**config.mk**
```make
export PLATFORM = sky130hd
export DESIGN_NAME = axi_cfg_master_flat
export DESIGN_NICKNAME = d
export VERILOG_FILES = /design/src/rtl/axi_cfg_master_if.sv /design/src/rtl/axi_cfg_master.sv /design/src/flat_wrapper.sv
export SDC_FILE = /design/constraint.sdc
export NUM_CORES = 1
export LEC_CHECK = 0
export ABC_AREA = 1
export CAP_MARGIN = 20
export CORE_UTILIZATION = 46
export CTS_BUF_LIST = sky130_fd_sc_hd__clkbuf_8 sky130_fd_sc_hd__clkbuf_16
export DETAILED_ROUTE_END_ITERATION = 16
export PLACE_DENSITY = 0.85
export SYNTH_ARGS = -nofsm -noshare
export SYNTH_HDL_FRONTEND = slang
export SYNTH_SLANG_ARGS = --single-unit
```
**constraint.sdc**
```tcl
create_clock -name M_AXI_ACLK -period 6.1 [get_ports M_AXI_ACLK]
set_input_delay 1.22 -clock M_AXI_ACLK [delete_from_list [all_inputs] [get_ports M_AXI_ACLK]]
set_output_delay 1.22 -clock M_AXI_ACLK [all_outputs]
set_load 0.02 [all_outputs]
```
**src/rtl/axi_cfg_master_if.sv**
```systemverilog
// AXI4-Lite bus bundle between the configuration initiator and the register slave.
// The master modport is the initiator side; the slave modport mirrors it.
`timescale 1ns/1ps
interface axi_cfg_master_if #(
  parameter int C_M_AXI_DATA_WIDTH = 32,
  parameter int C_M_AXI_ADDR_WIDTH = 9
);
  logic [C_M_AXI_ADDR_WIDTH-1:0]   M_AXI_AWADDR;
  logic [2:0]                      M_AXI_AWPROT;
  logic                            M_AXI_AWVALID;
  logic                            M_AXI_AWREADY;
  logic [C_M_AXI_DATA_WIDTH-1:0]   M_AXI_WDATA;
  logic [C_M_AXI_DATA_WIDTH/8-1:0] M_AXI_WSTRB;
  logic                            M_AXI_WVALID;
  logic                            M_AXI_WREADY;
  logic [1:0]                      M_AXI_BRESP;
  logic                            M_AXI_BVALID;
  logic                            M_AXI_BREADY;
  logic [C_M_AXI_ADDR_WIDTH-1:0]   M_AXI_ARADDR;
  logic [2:0]                      M_AXI_ARPROT;
  logic                            M_AXI_ARVALID;
  logic                            M_AXI_ARREADY;
  logic [C_M_AXI_DATA_WIDTH-1:0]   M_AXI_RDATA;
  logic [1:0]                      M_AXI_RRESP;
  logic                            M_AXI_RVALID;
  logic                            M_AXI_RREADY;

  modport master (
    output M_AXI_AWADDR, M_AXI_AWPROT, M_AXI_AWVALID,
    input  M_AXI_AWREADY,
    output M_AXI_WDATA, M_AXI_WSTRB, M_AXI_WVALID,
    input  M_AXI_WREADY,
    input  M_AXI_BRESP, M_AXI_BVALID,
    output M_AXI_BREADY,
    output M_AXI_ARADDR, M_AXI_ARPROT, M_AXI_ARVALID,
    input  M_AXI_ARREADY,
    input  M_AXI_RDATA, M_AXI_RRESP, M_AXI_RVALID,
    output M_AXI_RREADY
  );

  modport slave (
    input  M_AXI_AWADDR, M_AXI_AWPROT, M_AXI_AWVALID,
    output M_AXI_AWREADY,
    input  M_AXI_WDATA, M_AXI_WSTRB, M_AXI_WVALID,
    output M_AXI_WREADY,
    output M_AXI_BRESP, M_AXI_BVALID,
    input  M_AXI_BREADY,
    input  M_AXI_ARADDR, M_AXI_ARPROT, M_AXI_ARVALID,
    output M_AXI_ARREADY,
    output M_AXI_RDATA, M_AXI_RRESP, M_AXI_RVALID,
    input  M_AXI_RREADY
  );
endinterface

```
**src/rtl/axi_cfg_master.sv**
```systemverilog
// Single-outstanding AXI4-Lite initiator: turns one read/write command into a full
// bus transaction and returns a one-cycle response, with an optional cycle timeout.
`timescale 1ns/1ps
module axi_cfg_master #(
  parameter int C_M_AXI_DATA_WIDTH = 32,
  parameter int C_M_AXI_ADDR_WIDTH = 9,
  parameter int TIMEOUT_CYCLES     = 1024
) (
  input  logic                            M_AXI_ACLK,
  input  logic                            M_AXI_ARESET,
  input  logic                            cmd_valid,
  output logic                            cmd_ready,
  input  logic                            cmd_write,
  input  logic [C_M_AXI_ADDR_WIDTH-1:0]   cmd_addr,
  input  logic [C_M_AXI_DATA_WIDTH-1:0]   cmd_wdata,
  input  logic [C_M_AXI_DATA_WIDTH/8-1:0] cmd_wstrb,
  output logic                            rsp_valid,
  output logic [C_M_AXI_DATA_WIDTH-1:0]   rsp_rdata,
  output logic [1:0]                      rsp_resp,
  output logic                            rsp_timeout,
  axi_cfg_master_if.master                m_axi
);

  typedef enum logic [2:0] {IDLE, WR_REQ, WR_RESP, RD_REQ, RD_RESP} state_t;

  // Timer counts 0..TIMEOUT_CYCLES-1; the abort fires on the cycle it would reach the limit.
  localparam int TMR_W = (TIMEOUT_CYCLES > 1) ? $clog2(TIMEOUT_CYCLES) : 1;
  localparam bit TMR_EN = (TIMEOUT_CYCLES > 0);
  localparam logic [TMR_W-1:0] TMR_LAST = TMR_W'((TIMEOUT_CYCLES > 0) ? TIMEOUT_CYCLES - 1 : 0);

  state_t           state;
  logic [TMR_W-1:0] timer;
  logic             aw_fin;
  logic             w_fin;
  logic             resp_done;
  logic             tmo_hit;

  assign m_axi.M_AXI_AWPROT = 3'b000;
  assign m_axi.M_AXI_ARPROT = 3'b000;

  // A channel counts as finished once its VALID has dropped or is being accepted now.
  assign aw_fin    = !m_axi.M_AXI_AWVALID || m_axi.M_AXI_AWREADY;
  assign w_fin     = !m_axi.M_AXI_WVALID  || m_axi.M_AXI_WREADY;
  assign resp_done = ((state == WR_RESP) && m_axi.M_AXI_BVALID) ||
                     ((state == RD_RESP) && m_axi.M_AXI_RVALID);
  assign tmo_hit   = TMR_EN && (timer == TMR_LAST);

  always_ff @(posedge M_AXI_ACLK or posedge M_AXI_ARESET) begin
    if (M_AXI_ARESET) begin
      state               <= IDLE;
      timer               <= '0;
      cmd_ready           <= 1'b1;
      rsp_valid           <= 1'b0;
      rsp_rdata           <= '0;
      rsp_resp            <= 2'b00;
      rsp_timeout         <= 1'b0;
      m_axi.M_AXI_AWADDR  <= '0;
      m_axi.M_AXI_AWVALID <= 1'b0;
      m_axi.M_AXI_WDATA   <= '0;
      m_axi.M_AXI_WSTRB   <= '0;
      m_axi.M_AXI_WVALID  <= 1'b0;
      m_axi.M_AXI_BREADY  <= 1'b0;
      m_axi.M_AXI_ARADDR  <= '0;
      m_axi.M_AXI_ARVALID <= 1'b0;
      m_axi.M_AXI_RREADY  <= 1'b0;
    end else begin
      rsp_valid <= 1'b0;
      case (state)
        IDLE: begin
          if (cmd_valid) begin
            m_axi.M_AXI_AWADDR <= cmd_addr;
            m_axi.M_AXI_ARADDR <= cmd_addr;
            m_axi.M_AXI_WDATA  <= cmd_wdata;
            m_axi.M_AXI_WSTRB  <= cmd_wstrb;
            timer              <= '0;
            cmd_ready          <= 1'b0;
            if (cmd_write) begin
              state               <= WR_REQ;
              m_axi.M_AXI_AWVALID <= 1'b1;
              m_axi.M_AXI_WVALID  <= 1'b1;
            end else begin
              state               <= RD_REQ;
              m_axi.M_AXI_ARVALID <= 1'b1;
            end
          end
        end
        WR_REQ: begin
          if (m_axi.M_AXI_AWREADY) m_axi.M_AXI_AWVALID <= 1'b0;
          if (m_axi.M_AXI_WREADY)  m_axi.M_AXI_WVALID  <= 1'b0;
          if (aw_fin && w_fin) begin
            state              <= WR_RESP;
            m_axi.M_AXI_BREADY <= 1'b1;
          end
        end
        WR_RESP: begin
          if (m_axi.M_AXI_BVALID) begin
            state              <= IDLE;
            m_axi.M_AXI_BREADY <= 1'b0;
            cmd_ready          <= 1'b1;
            rsp_valid          <= 1'b1;
            rsp_resp           <= m_axi.M_AXI_BRESP;
            rsp_rdata          <= '0;
            rsp_timeout        <= 1'b0;
          end
        end
        RD_REQ: begin
          if (m_axi.M_AXI_ARREADY) begin
            state               <= RD_RESP;
            m_axi.M_AXI_ARVALID <= 1'b0;
            m_axi.M_AXI_RREADY  <= 1'b1;
          end
        end
        RD_RESP: begin
          if (m_axi.M_AXI_RVALID) begin
            state              <= IDLE;
            m_axi.M_AXI_RREADY <= 1'b0;
            cmd_ready          <= 1'b1;
            rsp_valid          <= 1'b1;
            rsp_resp           <= m_axi.M_AXI_RRESP;
            rsp_rdata          <= m_axi.M_AXI_RDATA;
            rsp_timeout        <= 1'b0;
          end
        end
        default: state <= IDLE;
      endcase

      // NOTE: with non-blocking assignments the last one in the block wins, so this
      // abort cleanly overrides whatever the state branch scheduled above.
      if (state != IDLE) begin
        timer <= timer + 1'b1;
        if (tmo_hit && !resp_done) begin
          state               <= IDLE;
          m_axi.M_AXI_AWVALID <= 1'b0;
          m_axi.M_AXI_WVALID  <= 1'b0;
          m_axi.M_AXI_BREADY  <= 1'b0;
          m_axi.M_AXI_ARVALID <= 1'b0;
          m_axi.M_AXI_RREADY  <= 1'b0;
          cmd_ready           <= 1'b1;
          rsp_valid           <= 1'b1;
          rsp_resp            <= 2'b10;
          rsp_rdata           <= '0;
          rsp_timeout         <= 1'b1;
        end
      end
    end
  end

endmodule

```
**src/flat_wrapper.sv**
```systemverilog
// flat-port wrapper written by rule: the top's interface ports become plain ports
module axi_cfg_master_flat 
#(
  parameter int C_M_AXI_DATA_WIDTH = 32,
  parameter int C_M_AXI_ADDR_WIDTH = 9,
  parameter int TIMEOUT_CYCLES     = 1024
)
  (M_AXI_ACLK, M_AXI_ARESET, cmd_valid, cmd_ready, cmd_write, cmd_addr, cmd_wdata, cmd_wstrb, rsp_valid, rsp_rdata, rsp_resp, rsp_timeout, m_axi_M_AXI_AWADDR, m_axi_M_AXI_AWPROT, m_axi_M_AXI_AWVALID, m_axi_M_AXI_AWREADY, m_axi_M_AXI_WDATA, m_axi_M_AXI_WSTRB, m_axi_M_AXI_WVALID, m_axi_M_AXI_WREADY, m_axi_M_AXI_BRESP, m_axi_M_AXI_BVALID, m_axi_M_AXI_BREADY, m_axi_M_AXI_ARADDR, m_axi_M_AXI_ARPROT, m_axi_M_AXI_ARVALID, m_axi_M_AXI_ARREADY, m_axi_M_AXI_RDATA, m_axi_M_AXI_RRESP, m_axi_M_AXI_RVALID, m_axi_M_AXI_RREADY);
  axi_cfg_master_if #(.C_M_AXI_DATA_WIDTH(C_M_AXI_DATA_WIDTH), .C_M_AXI_ADDR_WIDTH(C_M_AXI_ADDR_WIDTH)) m_axi_i ();
  input  logic M_AXI_ACLK;
  input  logic M_AXI_ARESET;
  input  logic cmd_valid;
  output logic cmd_ready;
  input  logic cmd_write;
  input  logic [C_M_AXI_ADDR_WIDTH-1:0] cmd_addr;
  input  logic [C_M_AXI_DATA_WIDTH-1:0] cmd_wdata;
  input  logic [C_M_AXI_DATA_WIDTH/8-1:0] cmd_wstrb;
  output logic rsp_valid;
  output logic [C_M_AXI_DATA_WIDTH-1:0] rsp_rdata;
  output logic [1:0] rsp_resp;
  output logic rsp_timeout;
  output wire logic [$bits(m_axi_i.M_AXI_AWADDR)-1:0] m_axi_M_AXI_AWADDR;
  output wire logic [$bits(m_axi_i.M_AXI_AWPROT)-1:0] m_axi_M_AXI_AWPROT;
  output wire logic [$bits(m_axi_i.M_AXI_AWVALID)-1:0] m_axi_M_AXI_AWVALID;
  input wire logic [$bits(m_axi_i.M_AXI_AWREADY)-1:0] m_axi_M_AXI_AWREADY;
  output wire logic [$bits(m_axi_i.M_AXI_WDATA)-1:0] m_axi_M_AXI_WDATA;
  output wire logic [$bits(m_axi_i.M_AXI_WSTRB)-1:0] m_axi_M_AXI_WSTRB;
  output wire logic [$bits(m_axi_i.M_AXI_WVALID)-1:0] m_axi_M_AXI_WVALID;
  input wire logic [$bits(m_axi_i.M_AXI_WREADY)-1:0] m_axi_M_AXI_WREADY;
  input wire logic [$bits(m_axi_i.M_AXI_BRESP)-1:0] m_axi_M_AXI_BRESP;
  input wire logic [$bits(m_axi_i.M_AXI_BVALID)-1:0] m_axi_M_AXI_BVALID;
  output wire logic [$bits(m_axi_i.M_AXI_BREADY)-1:0] m_axi_M_AXI_BREADY;
  output wire logic [$bits(m_axi_i.M_AXI_ARADDR)-1:0] m_axi_M_AXI_ARADDR;
  output wire logic [$bits(m_axi_i.M_AXI_ARPROT)-1:0] m_axi_M_AXI_ARPROT;
  output wire logic [$bits(m_axi_i.M_AXI_ARVALID)-1:0] m_axi_M_AXI_ARVALID;
  input wire logic [$bits(m_axi_i.M_AXI_ARREADY)-1:0] m_axi_M_AXI_ARREADY;
  input wire logic [$bits(m_axi_i.M_AXI_RDATA)-1:0] m_axi_M_AXI_RDATA;
  input wire logic [$bits(m_axi_i.M_AXI_RRESP)-1:0] m_axi_M_AXI_RRESP;
  input wire logic [$bits(m_axi_i.M_AXI_RVALID)-1:0] m_axi_M_AXI_RVALID;
  output wire logic [$bits(m_axi_i.M_AXI_RREADY)-1:0] m_axi_M_AXI_RREADY;
  assign m_axi_M_AXI_AWADDR = m_axi_i.M_AXI_AWADDR;
  assign m_axi_M_AXI_AWPROT = m_axi_i.M_AXI_AWPROT;
  assign m_axi_M_AXI_AWVALID = m_axi_i.M_AXI_AWVALID;
  assign m_axi_i.M_AXI_AWREADY = m_axi_M_AXI_AWREADY;
  assign m_axi_M_AXI_WDATA = m_axi_i.M_AXI_WDATA;
  assign m_axi_M_AXI_WSTRB = m_axi_i.M_AXI_WSTRB;
  assign m_axi_M_AXI_WVALID = m_axi_i.M_AXI_WVALID;
  assign m_axi_i.M_AXI_WREADY = m_axi_M_AXI_WREADY;
  assign m_axi_i.M_AXI_BRESP = m_axi_M_AXI_BRESP;
  assign m_axi_i.M_AXI_BVALID = m_axi_M_AXI_BVALID;
  assign m_axi_M_AXI_BREADY = m_axi_i.M_AXI_BREADY;
  assign m_axi_M_AXI_ARADDR = m_axi_i.M_AXI_ARADDR;
  assign m_axi_M_AXI_ARPROT = m_axi_i.M_AXI_ARPROT;
  assign m_axi_M_AXI_ARVALID = m_axi_i.M_AXI_ARVALID;
  assign m_axi_i.M_AXI_ARREADY = m_axi_M_AXI_ARREADY;
  assign m_axi_i.M_AXI_RDATA = m_axi_M_AXI_RDATA;
  assign m_axi_i.M_AXI_RRESP = m_axi_M_AXI_RRESP;
  assign m_axi_i.M_AXI_RVALID = m_axi_M_AXI_RVALID;
  assign m_axi_M_AXI_RREADY = m_axi_i.M_AXI_RREADY;
  axi_cfg_master #(.C_M_AXI_DATA_WIDTH(C_M_AXI_DATA_WIDTH), .C_M_AXI_ADDR_WIDTH(C_M_AXI_ADDR_WIDTH), .TIMEOUT_CYCLES(TIMEOUT_CYCLES)) u_core (.M_AXI_ACLK(M_AXI_ACLK), .M_AXI_ARESET(M_AXI_ARESET), .cmd_valid(cmd_valid), .cmd_ready(cmd_ready), .cmd_write(cmd_write), .cmd_addr(cmd_addr), .cmd_wdata(cmd_wdata), .cmd_wstrb(cmd_wstrb), .rsp_valid(rsp_valid), .rsp_rdata(rsp_rdata), .rsp_resp(rsp_resp), .rsp_timeout(rsp_timeout), .m_axi(m_axi_i));
endmodule
```
==> metrics list, run 1 <==
- Global-route track usage on met1: 0.256
* Post-DP Area: 0.00646 mm2
- Wire length per cell after detailed routing: roughly 12 um
* Fin Clk Skew: 12.5 ps
- The most common cell in the synthesized netlist is nand2_1.
- Num Clock Sinks: 100
- Buffers inserted during clock tree synthesis total 9.
- First-pass GRT wire length: 18500 um
* Post-synthesis register bit count: 100
- Summed over all instances, the cell type with the most area after synthesis is dfrtp_1.
* Synth top area share: 0.536
- Placed wire-length estimate after detailed placement: 8160 um
- The tightest min-delay check is of the reg2reg type.
- Across the VDD grid, the largest voltage drop is 325 uV.
* Worst Path Arrival: roughly 3600 ps
* Global-route met2 utilization: 0.400
- Crit path capture type: flip-flop
- For this block, the initial DRC count from the detailed router was roughly 180.
- Iteration count of the initial detailed-routing pass: 4
- Measured slew at the worst slew-check pin: 727 ps
* WL final: 11300 um
- Insertion delay to the later sink of the worst-skew pair: ~360 ps
- Setup violations remaining at the end of the flow were counted as 0.
- TritonCTS clock tree: done
* Number of antenna violations at the first check in global routing: 0
* Number of top-level design ports: 192
- Relative to the synthesized area, the layout overhead comes to 44.7%.
- The count of cells in the finished layout, fillers not included, comes to 924.
- CTS clk-pin slew, worst paths: about 100 ps
- Post-cts sizing count: 0
* Classification of the worst setup path: in2reg
- Final count of hold timing violations: 0
- Element type at the critical path start: primary input
* Maximum operating frequency: 0.299 GHz
- Met3 Resource Use GR: 0.0841
* Layout filler cell count: 796
- Number of global-route vias before repair: 4303
* Number of synthesized flops with an enable pin: 0
- Cell Pwr Density: 478 mW/mm2
- Final clock period utilization by the worst path: 0.549
- Most used DFF post-synth: dfrtp_1
- H-Tree Level Count: 3
- Minimum clock period after layout: 3350 ps
- Max Root-Sink Buffers: 2
- STA puts the critical path data required time at 6340 ps.
* Final design utilization: 0.684
- The final number of max-transition violations is 0.
* CP Max Fanout: 36
- IO buf count: 185
* Remaining number of nets flagged by the antenna check after routing: 0
* Count of warnings emitted by yosys: 0
* Number of violations of the max-capacitance limit: 0
* Biggest area contributors in the synthesized netlist: dfrtp_1, nand2_1, nor2_1
- Entering global routing, the biggest net connects 59 pins.
- Clock tree synthesis selected as its root buffer the cell clkbuf_8.
* Asr flop ratio synth: 1.00
- Commonest cells post-synth: nand2_1, nor2_1, dfrtp_1
- Using the TritonRoute via totals, the vias-per-cell ratio works out to 4.58.
- Setup repair after global routing left no endpoint under its margin.
- For this configuration, the core starts out at a cell density of 0.473.
* Hold_buf cts: 0
* Global router's overall resource usage: 0.226
- Area of all placed cells without fillers: around 0.0067 mm2
- After floorplanning, the core was sized to cover about 0.01 mm2.
- Gate count after technology mapping: 617
- Synthesis instantiated 22 different standard cells from the library.
* Fraction of layout cells with a size suffix above 1: 0.0354
* Area of the die: 0.0105 mm2
- The share of the Yosys chip area taken by registers is 0.542.
* Die boundary width: 102 um
- Count of buffers added by post-CTS timing repair for setup: 0
- Routing layer with the top usage in global route: met2
- Remaining Overflow, GRT: 0
* Average instance area after synthesis: 7.49 um2
- Final routed DRC violation total: 0
- Routability Congestion: 0.852
- The mapped netlist covers around 0.0046 mm2.
* Number of nets in the layout: around 900
- # placed instances: 907
* Diodes inserted: 0
- The completed layout was analyzed and its total power is 3.20 mW.
* Status: completed
* Die height: 102 um
* Worst setup slack before clock tree synthesis: around 2300 ps
- The worst path meets setup with 2750 ps of slack.
- Accumulated negative setup slack: 0 ps
- WHS: 487 ps
- Leakage component of the power: about 3.4 nW
* Row Count: 36
* Overall via count from detail_route: 4233
- Measured against its own limit, the worst slew margin works out to 0.516.
==> cell type report <==
type / instances / area [um2] / area share
clock buffer: 10 / 138 / 0.0206
timing repair buffer: 189 / 1890 / 0.283
clock inverter: 6 / 68.8 / 0.0103
inverter: 90 / 340 / 0.0509
multi-input combinational: 396 / 1580 / 0.236
tap: 133 / 166 / 0.0249
sequential: 100 / 2500 / 0.374
==> logic make-up (layout without fill, tap and decap cells) <==
family / after synthesis / count (layout) / share of synthesized area
compound gates: 15 / 15 / 0.0162
other cells: 1 / 6 / 0.000811
fa+ha+maj: 1 / 1 / 0.00271
simple gates: 374 / 374 / 0.316
flops: 100 / 100 / 0.542
buf+inv: 126 / 295 / 0.123
==> routing by layer <==
layer / up-vias / wire (um)
li1: 2117 / -
met5: - / 0
met4: 0 / 119
met2: 159 / 5440
met3: 13 / 1070
met1: 1944 / 4680
==> power by group <==
part	leakage, nW	internal (mW)	switching, mW
clock network	0.104	0.205	0.232
registers	1.29	0.944	0.178
logic	2.01	0.735	0.903
==> state kept, by name, indices dropped and copies added (netlist names) <==
signal	flops
u_core.state	3
u_core.m_axi.M_AXI_WSTRB	4
u_core.m_axi.M_AXI_ARADDR	9
u_core.m_axi.M_AXI_WVALID	1
u_core.m_axi.M_AXI_RREADY	1
u_core.m_axi.M_AXI_ARVALID	1
u_core.timer	10
u_core.rsp_timeout	1
u_core.m_axi.M_AXI_BREADY	1
u_core.rsp_valid	1
u_core.m_axi.M_AXI_WDATA	32
u_core.rsp_resp	2
u_core.cmd_ready	1
u_core.rsp_rdata	32
u_core.m_axi.M_AXI_AWVALID	1
==> worst max-delay path: stages <==
cell	delay, ps
clkdlybuf4s50_1	550
nand3_2	570
nand2_2	800
nor2_1	140
nand2_1	190
nand3_1	100
==> final timing paths <==
check | start | endpoint | slack (ps) | depth (start not counted)
max | m_axi_M_AXI_RVALID | u_core.rsp_resp[1] | 2750 | 6
min | u_core.m_axi.M_AXI_WDATA[25] | u_core.m_axi.M_AXI_WDATA[25] | 490 | 2
max reg2reg | u_core.state[1] | u_core.rsp_resp[1] | 3530 | 6
min reg2reg | u_core.m_axi.M_AXI_WDATA[25] | u_core.m_axi.M_AXI_WDATA[25] | 490 | 2
max in group asynchronous | M_AXI_ARESET | u_core.rsp_rdata[3] | 3710 | 3
min in group asynchronous | M_AXI_ARESET | u_core.m_axi.M_AXI_WSTRB[0] | 1250 | 2
==> cell usage in the layout (no fill, tap or decap), types with 3 or more instances in the layout <==
master / netlist / final
buf_4: 15 / 3
nor2_1: 153 / 152
nand3_1: 19 / 18
conb_1: 1 / 6
nand4_1: 4 / 4
o21ai_0: 12 / 12
clkbuf_8: 0 / 10
clkdlybuf4s50_1: 0 / 185
nand2_1: 190 / 190
dfrtp_1: 99 / 99
inv_1: 90 / 89
inv_6: 0 / 3
a21oi_1: 3 / 3
Note: power is estimated with default switching activity, not from simulation.
==> run 2, diff against run 1 <==
--- a/config.mk
+++ b/config.mk
@@ -7,10 +7,10 @@
 export LEC_CHECK = 0
 export ABC_AREA = 1
 export CAP_MARGIN = 20
-export CORE_UTILIZATION = 46
+export CORE_UTILIZATION = 43
 export CTS_BUF_LIST = sky130_fd_sc_hd__clkbuf_8 sky130_fd_sc_hd__clkbuf_16
 export DETAILED_ROUTE_END_ITERATION = 16
-export PLACE_DENSITY = 0.85
+export PLACE_DENSITY = 0.8
 export SYNTH_ARGS = -nofsm -noshare
 export SYNTH_HDL_FRONTEND = slang
 export SYNTH_SLANG_ARGS = --single-unit
==> constraint.sdc (replaced) <==
create_clock -name M_AXI_ACLK -period 3.1 [get_ports M_AXI_ACLK]
set_input_delay 0.62 -clock M_AXI_ACLK [delete_from_list [all_inputs] [get_ports M_AXI_ACLK]]
set_output_delay 0.62 -clock M_AXI_ACLK [all_outputs]
set_load 0.02 [all_outputs]
==> metrics list, run 2 (synthesized netlist as in run 1, its figures left out) <==
* Status: completed
- The number of nets still failing antenna checks after routing is 0 (unchanged).
* Iteration count of the initial detailed-routing pass: 4 (unchanged)
* Worst r2r src: u_core.state[1]
- The DRC marker count from the first detailed-route iteration came to 210 (+17%).
* Capture point of the worst path: cmd_ready
- The worst endpoint required time came to 2480 ps (-3860 ps).
- The weighted congestion at the end of routability-driven global placement was 0.810 (-5.0%).
- The die area is 0.0112 mm2 (+6.8%).
- The combinational fraction of design power is 0.519 (+0.007).
- The number of inserted diodes came to 0 (unchanged).
* Accumulated negative setup slack: 0 ps (unchanged)
* Worst setup path startpoint: u_core.cmd_ready
- Sw power: 2.60 mW (+98%)
- The number of antenna violations at the first check in global routing came to 0 (unchanged).
- Leakage component of the power: 3.39 nW (-0.47%)
- The endpoint identified for the worst register-to-register timing path is u_core.rsp_rdata[7].
- Max Root-Sink Buffers: 2 (unchanged)
- The ratio of routed vias to standard cells is 4.56 (-0.55%).
* Final Setup Violations: 0 (unchanged)
- The number of buffers added by the clock tree synthesis step came to 9 (unchanged).
- The largest fanout on the critical path was 3 (-92%).
- Post-synthesis to final-layout area growth: 44.3%
- Insertion delay to the later sink of the worst-skew pair: 370 ps (about the same)
* Remaining Overflow, GRT: 0 (unchanged)
* Effective utilization at floorplan: 0.446 (-0.0272)
- Worst path slowest cell: clkdlybuf4s50_1
* Maximum operating frequency: about 0.46 GHz
* H-Tree Level Count: 3 (unchanged)
* Final routed DRC violation total: 0 (unchanged)
- Num Clock Sinks: 100 (unchanged)
- The setup slack of the most critical reg-to-reg path is 1200 ps (-2330 ps).
* Max IR drop VDD: 587 uV (+81%)
* Cell Pwr Density: 928 mW/mm2 (+94%)
* Fin Clk Skew: 5.43 ps (-7.09 ps)
- Final clock period utilization by the worst path: 0.701
- Number of global-route vias before repair: 4075 (-5.3%)
* TritonCTS clock tree: done
- Clk Tree Root Cell: clkbuf_8
- Die height: 106 um (+3.4%)
- The net count of the finished layout came to 878 (+0.11%).
- The final HPWL from detailed placement was 8060 um (-1.2%).
- Row Count: 37 (+2.8%)
* Hold_buf cts: 0 (unchanged)
- The worst path needs 2170 ps of the cycle, external delays included.
- Switch share: 0.420 (+0.00907)
* IO buf count: 185 (unchanged)
- Cell chain of the critical path: clkdlybuf4s50_1
* Element type at the critical path start: flip-flop
* Number of top-level design ports: 192 (unchanged)
- In the final layout, the registers with the most flip-flops are u_core.m_axi.M_AXI_WDATA: 32 flops, u_core.rsp_rdata: 32 flops, u_core.timer: 10 flops.
* Sequential power share: 0.358 (+0.007)
* Worst Hold Class: reg2reg
- The aggregate global-route resource usage was 0.208 (-0.0178).
- The library cells used most frequently in the layout, excluding fill and tap cells, are nand2_1, clkdlybuf4s50_1, nor2_1.
- The actual slew at the worst max-slew pin is 634 ps (-92.8 ps).
- Post-DP Area: 0.00650 mm2 (+0.50%)
- Number of violations of the max-capacitance limit: 0 (unchanged)
* Internal Dissipation: 3.59 mW (+91%)
* CTS clk-pin slew, worst paths: 100 ps (about the same)
- Final Max Slew Viols: 0 (unchanged)
* Area of all placed cells without fillers: 0.00667 mm2 (-0.26%)
- The critical path depth in cells was 1 (-5).
- # placed instances: 912 (+0.55%)
* Setup repair after global routing missed its margin: no
* Dominant delay contributor by cell family on the critical path: buffers and inverters
- Depth of the worst register-to-register path: 7 (+1)
* Largest net degree at the start of global routing: 101 (+71%)
- Fraction of layout cells with a size suffix above 1: 0.0354 (-0.0000447)
* Wire length per cell after detailed routing: 12.2 um (-0.63%)
- The multi-input combinational cell area came to 0.00158 mm2 (unchanged).
* Crit path capture type: output port
* Post-cts sizing count: 0 (unchanged)
- The wire length of the first global-routing pass was 18400 um (-0.78%).
- Die boundary width: 106 um (+3.4%)
* Worst Path Arrival: 1550 ps (-2040 ps)
- Layout filler cell count: 891 (+12%)
- The placeable core region is 0.0104 mm2 (+6.1%).
* Most common library cell in the layout ignoring fill and taps: nand2_1
* Classification of the worst setup path: reg2out
* Count of buffers added by post-CTS timing repair for setup: 0 (unchanged)
- The power share of the clock group came to 0.124 (-0.013).
* Crit path largest cell delay: 630 ps (-170 ps)
- The number of endpoints with negative hold slack in the final report was 0 (unchanged).
- The total number of vias came to 4228 (-0.12%).
* CP Buf/Inv Count: 1 (unchanged)
* Max-slew headroom: 0.576 (+0.0603)
- The area taken by flip-flops and latches was 0.00250 mm2 (unchanged).
- WL final: 11300 um (-0.20%)
* Final Non-Filler Cells: 928 (+0.43%)
==> run 2: power by group through the flow <==
stage	registers (mW)	logic, mW	clock network (mW)
after floorplan	2.82	1.18	0
after global placement	2.21	3.16	0
after detailed placement	2.23	3.23	0
after CTS	2.21	3.25	0.797
after global routing	2.29	3.50	0.846
final	2.21	3.21	0.765
==> run 2: per-stage QoR <==
stage / hold WS [ps] / power, mW / util / setup slack (ps)
5_1_grt: 514 / 6.63 / 0.643 / 890
4_1_cts: 490 / 6.26 / 0.643 / 915
6_report: 485 / 6.19 / 0.643 / 927
3_3_place_gp: 461 / 5.37 / 0.626 / 706
2_1_floorplan: 458 / 3.99 / - / 1290
3_5_place_dp: 465 / 5.46 / 0.626 / 629
==> run 2: worst min-delay path by stage <==
stage / from / endpoint / slack (ps) / cells after the start
6_report: u_core.m_axi.M_AXI_WDATA[2] / u_core.m_axi.M_AXI_WDATA[2] / 490 / 2
5_1_grt: u_core.m_axi.M_AXI_WDATA[27] / u_core.m_axi.M_AXI_WDATA[27] / 510 / 2
4_1_cts: u_core.m_axi.M_AXI_WDATA[2] / u_core.m_axi.M_AXI_WDATA[2] / 490 / 2
3_5_place_dp: u_core.m_axi.M_AXI_WDATA[2] / u_core.m_axi.M_AXI_WDATA[2] / 460 / 2
3_3_place_gp: u_core.m_axi.M_AXI_WDATA[26] / u_core.m_axi.M_AXI_WDATA[26] / 460 / 2
2_1_floorplan: u_core.timer[5] / u_core.timer[5] / 460 / 1
==> run 2: layout make-up <==
| type | instances | share of cell area |
|---|---|---|
| Clock buffer | 9 | 0.0186 |
| Clock inverter | 7 | 0.00788 |
| Inverter | 90 | 0.0512 |
| Multi-Input combinational cell | 396 | 0.237 |
| Sequential cell | 100 | 0.375 |
| Tap cell | 136 | 0.0255 |
| Timing Repair Buffer | 190 | 0.285 |
==> run 2: layer usage <==
layer / routed length [um] / share of wire / track usage / up-vias
met5: 0 / 0 / 0 / -
met4: 212 / 0.019 / 0.0903 / 0
met3: 1150 / 0.10 / 0.0686 / 19
met2: 5200 / 0.46 / 0.338 / 166
met1: 4720 / 0.42 / 0.253 / 1922
li1: - / - / - / 2121
==> run 3, diff against run 2 <==
--- a/config.mk
+++ b/config.mk
@@ -7,10 +7,10 @@
 export LEC_CHECK = 0
 export ABC_AREA = 1
 export CAP_MARGIN = 20
-export CORE_UTILIZATION = 43
+export CORE_UTILIZATION = 39
 export CTS_BUF_LIST = sky130_fd_sc_hd__clkbuf_8 sky130_fd_sc_hd__clkbuf_16
 export DETAILED_ROUTE_END_ITERATION = 16
-export PLACE_DENSITY = 0.8
+export PLACE_DENSITY = 0.77
 export SYNTH_ARGS = -nofsm -noshare
 export SYNTH_HDL_FRONTEND = slang
 export SYNTH_SLANG_ARGS = --single-unit
==> constraint.sdc (replaced) <==
create_clock -name M_AXI_ACLK -period 1.95 [get_ports M_AXI_ACLK]
set_input_delay 0.39 -clock M_AXI_ACLK [delete_from_list [all_inputs] [get_ports M_AXI_ACLK]]
set_output_delay 0.39 -clock M_AXI_ACLK [all_outputs]
set_load 0.02 [all_outputs]
==> metrics list, run 3 (synthesized netlist as in run 1, its figures left out) <==
- Status: completed
- The die area is 0.0123 mm2 (+10%).
- Global router's overall resource usage: 0.194 (-0.0143)
- The pin count of the biggest net entering global routing was 50 (-50%).
- Number of violations of the max-capacitance limit: 0 (unchanged)
- Setup repair after global routing left no endpoint under its margin.
- Classification of the worst setup path: reg2out
* Fraction of layout cells with a size suffix above 1: 0.0389 (+0.00354)
- The critical path goes through clkdlybuf4s50_1.
- The largest clock skew in the final design is 9.44 ps (+4.01 ps).
- Worst Hold Class: in2async
- The placeable core region came to 0.0115 mm2 (+11%).
- Worst setup slack before clock tree synthesis: 217 ps (-412 ps)
- Max Root-Sink Buffers: 2 (unchanged)
- Power share of the clock group: 0.158 (+0.034)
- Final Max Slew Viols: 0 (unchanged)
- The initial cell density of the core came to 0.403 (-0.0427).
- The top cell types in the final layout, fill and taps aside, are nand2_1, clkdlybuf4s50_1, nor2_1.
* Remaining Overflow, GRT: 0 (unchanged)
- The die width was 111 um (+4.9%).
* CTS clk-pin slew, worst paths: 70 ps (-30 ps)
- CP Max Fanout: 3 (unchanged)
- In this run the worst setup path begins at u_core.cmd_ready.
* Clock buffer count from CTS: 9 (unchanged)
* Met3 Resource Use GR: 0.0634 (-0.00522)
* Switch share: 0.400 (-0.0201)
- Fin worst setup slack: 48.9 ps (-878 ps)
* CP Buf/Inv Count: 1 (unchanged)
- Sequential power share: 0.342 (-0.016)
- Internal Dissipation: 6.19 mW (+72%)
- Diodes inserted: 0 (unchanged)
* H-Tree Level Count: 3 (unchanged)
- Worst Path Arrival: 1510 ps (-40 ps)
- Number of top-level design ports: 192 (unchanged)
* First-pass GRT wire length: 19500 um (+6.3%)
- Final routed DRC violation total: 0 (unchanged)
- The routed wire length is 11400 um (+1.2%).
- R2R Path End: u_core.rsp_rdata[2]
- Number of antenna violations at the first check in global routing: 0 (unchanged)
- The routed wire length per instance came to 12.2 um (about the same).
- The DRC marker count from the first detailed-route iteration is 212 (+0.95%).
- Die height: 111 um (+4.9%)
- The switching power summed over all nets is 4.12 mW (+59%).
* Count of buffers added by post-CTS timing repair for setup: 0 (unchanged)
* Post-cts sizing count: 0 (unchanged)
* TritonCTS clock tree: done
* Overall via count from detail_route: 4235 (+0.17%)
* Required time worst endpoint: 1560 ps (-920 ps)
* Maximum operating frequency: 0.526 GHz
- Final Setup Violations: 0 (unchanged)
- Dominant delay contributor by cell family on the critical path: buffers and inverters
- The first-pass detailed-route iteration total is 4 (unchanged).
- Accumulated negative setup slack: 0 ps (unchanged)
* Placed wire-length estimate after detailed placement: 8220 um (+2.0%)
- The later-pin clock latency in the skew report is 340 ps (-30 ps).
- Depth of the worst register-to-register path: 7 (unchanged)
* Final clock period utilization by the worst path: 0.975
* Num Clock Sinks: 100 (unchanged)
- The combinational fraction of design power came to 0.500 (-0.019).
- Global-route track usage on met1: 0.244 (-0.00950)
- Remaining number of nets flagged by the antenna check after routing: 0 (unchanged)
- The tree is rooted in a clkbuf_16.
* Number of nets in the layout: 883 (+0.57%)
- The number of buffers added to fix hold violations after cts came to 0 (unchanged).
- Final count of hold timing violations: 0 (unchanged)
- On the critical path, the stage with the largest delay is an instance of clkdlybuf4s50_1.
* IO buf count: 185 (unchanged)
- The peak supply drop came to 834 uV (+42%).
- The via count of the first global-routing pass is 4189 (+2.8%).
- The delay of the slowest cell on the worst path was 620 ps (about the same).
* Routability Congestion: 0.830 (+2.5%)
* Setup slack on the worst flop-to-flop path: 340 ps (-860 ps)
- The ratio of routed vias to standard cells is 4.51 (-1.1%).
- Leakage component of the power: 3.47 nW (+2.5%)
- The worst setup path is launched from a flip-flop.
- The startpoint identified for the worst register-to-register timing path is u_core.timer[0].
- Post-synthesis to final-layout area growth: 48.5%
* Cell Pwr Density: 1500 mW/mm2 (+62%)
- Most common library cell in the layout ignoring fill and taps: nand2_1
- Crit path capture type: output port
- Regs by FF count: u_core.m_axi.M_AXI_WDATA: 32 flops, u_core.rsp_rdata: 32 flops, u_core.timer: 10 flops
- Global-route met2 utilization: 0.309 (-0.0282)
- The routed design could run at a clock period as short as 1900 ps.
* Routing layer with the top usage in global route: met2
- Row Count: 39 (+5.4%)
run 3: cell count changes in the layout (fill, tap and decap cells not counted), sizes merged:
cell,change
buf,+5
clkbuf,+1
clkinv,-2
clkinvlp,+1
run 3: how the worst max path moves through the flow:
stage | end | slack [ps] | depth (start not counted)
floorplan | u_core.m_axi.M_AXI_ARADDR[0] | 370 | 1
global placement | u_core.rsp_rdata[30] | 270 | 6
detailed placement | u_core.rsp_rdata[15] | 220 | 6
CTS | cmd_ready | 40 | 1
global route | cmd_ready | 20 | 1
finish | cmd_ready | 50 | 1
run 3: metal layers:
layer / vias to the layer above / share of wire
met5: - / 0
met4: 0 / 0.015
met3: 13 / 0.10
met2: 169 / 0.45
met1: 1920 / 0.44
li1: 2133 / -
run 3: final cells by class:
type                       count  area [um2]
timing repair buffer         195        1990
inverter                      90         342
clock buffer                  10         239
clock inverter                 6        33.8
fill                         989        4600
multi-input combinational    396        1580
tap                          143         179
sequential                   100        2500
run 3: per-stage QoR:
stage	utilization	cell area, um2	total power, mW	instances	hold WS (ps)
detailed placement	0.575	6590	8.73	924	464
global placement	0.575	6590	8.59	924	460
CTS	0.599	6870	10.4	940	357
global route	0.599	6870	11.0	940	383
finish	0.599	6870	10.3	940	364
floorplan	-	4650	6.35	622	458
run 3: power by group through the flow:
stage	logic [mW]	clock network (mW)	registers, mW
after floorplan	1.87	0	4.48
after global placement	5.09	0	3.50
after detailed placement	5.19	0	3.54
after CTS	5.22	1.68	3.53
after global routing	5.64	1.75	3.64
final	5.16	1.63	3.52
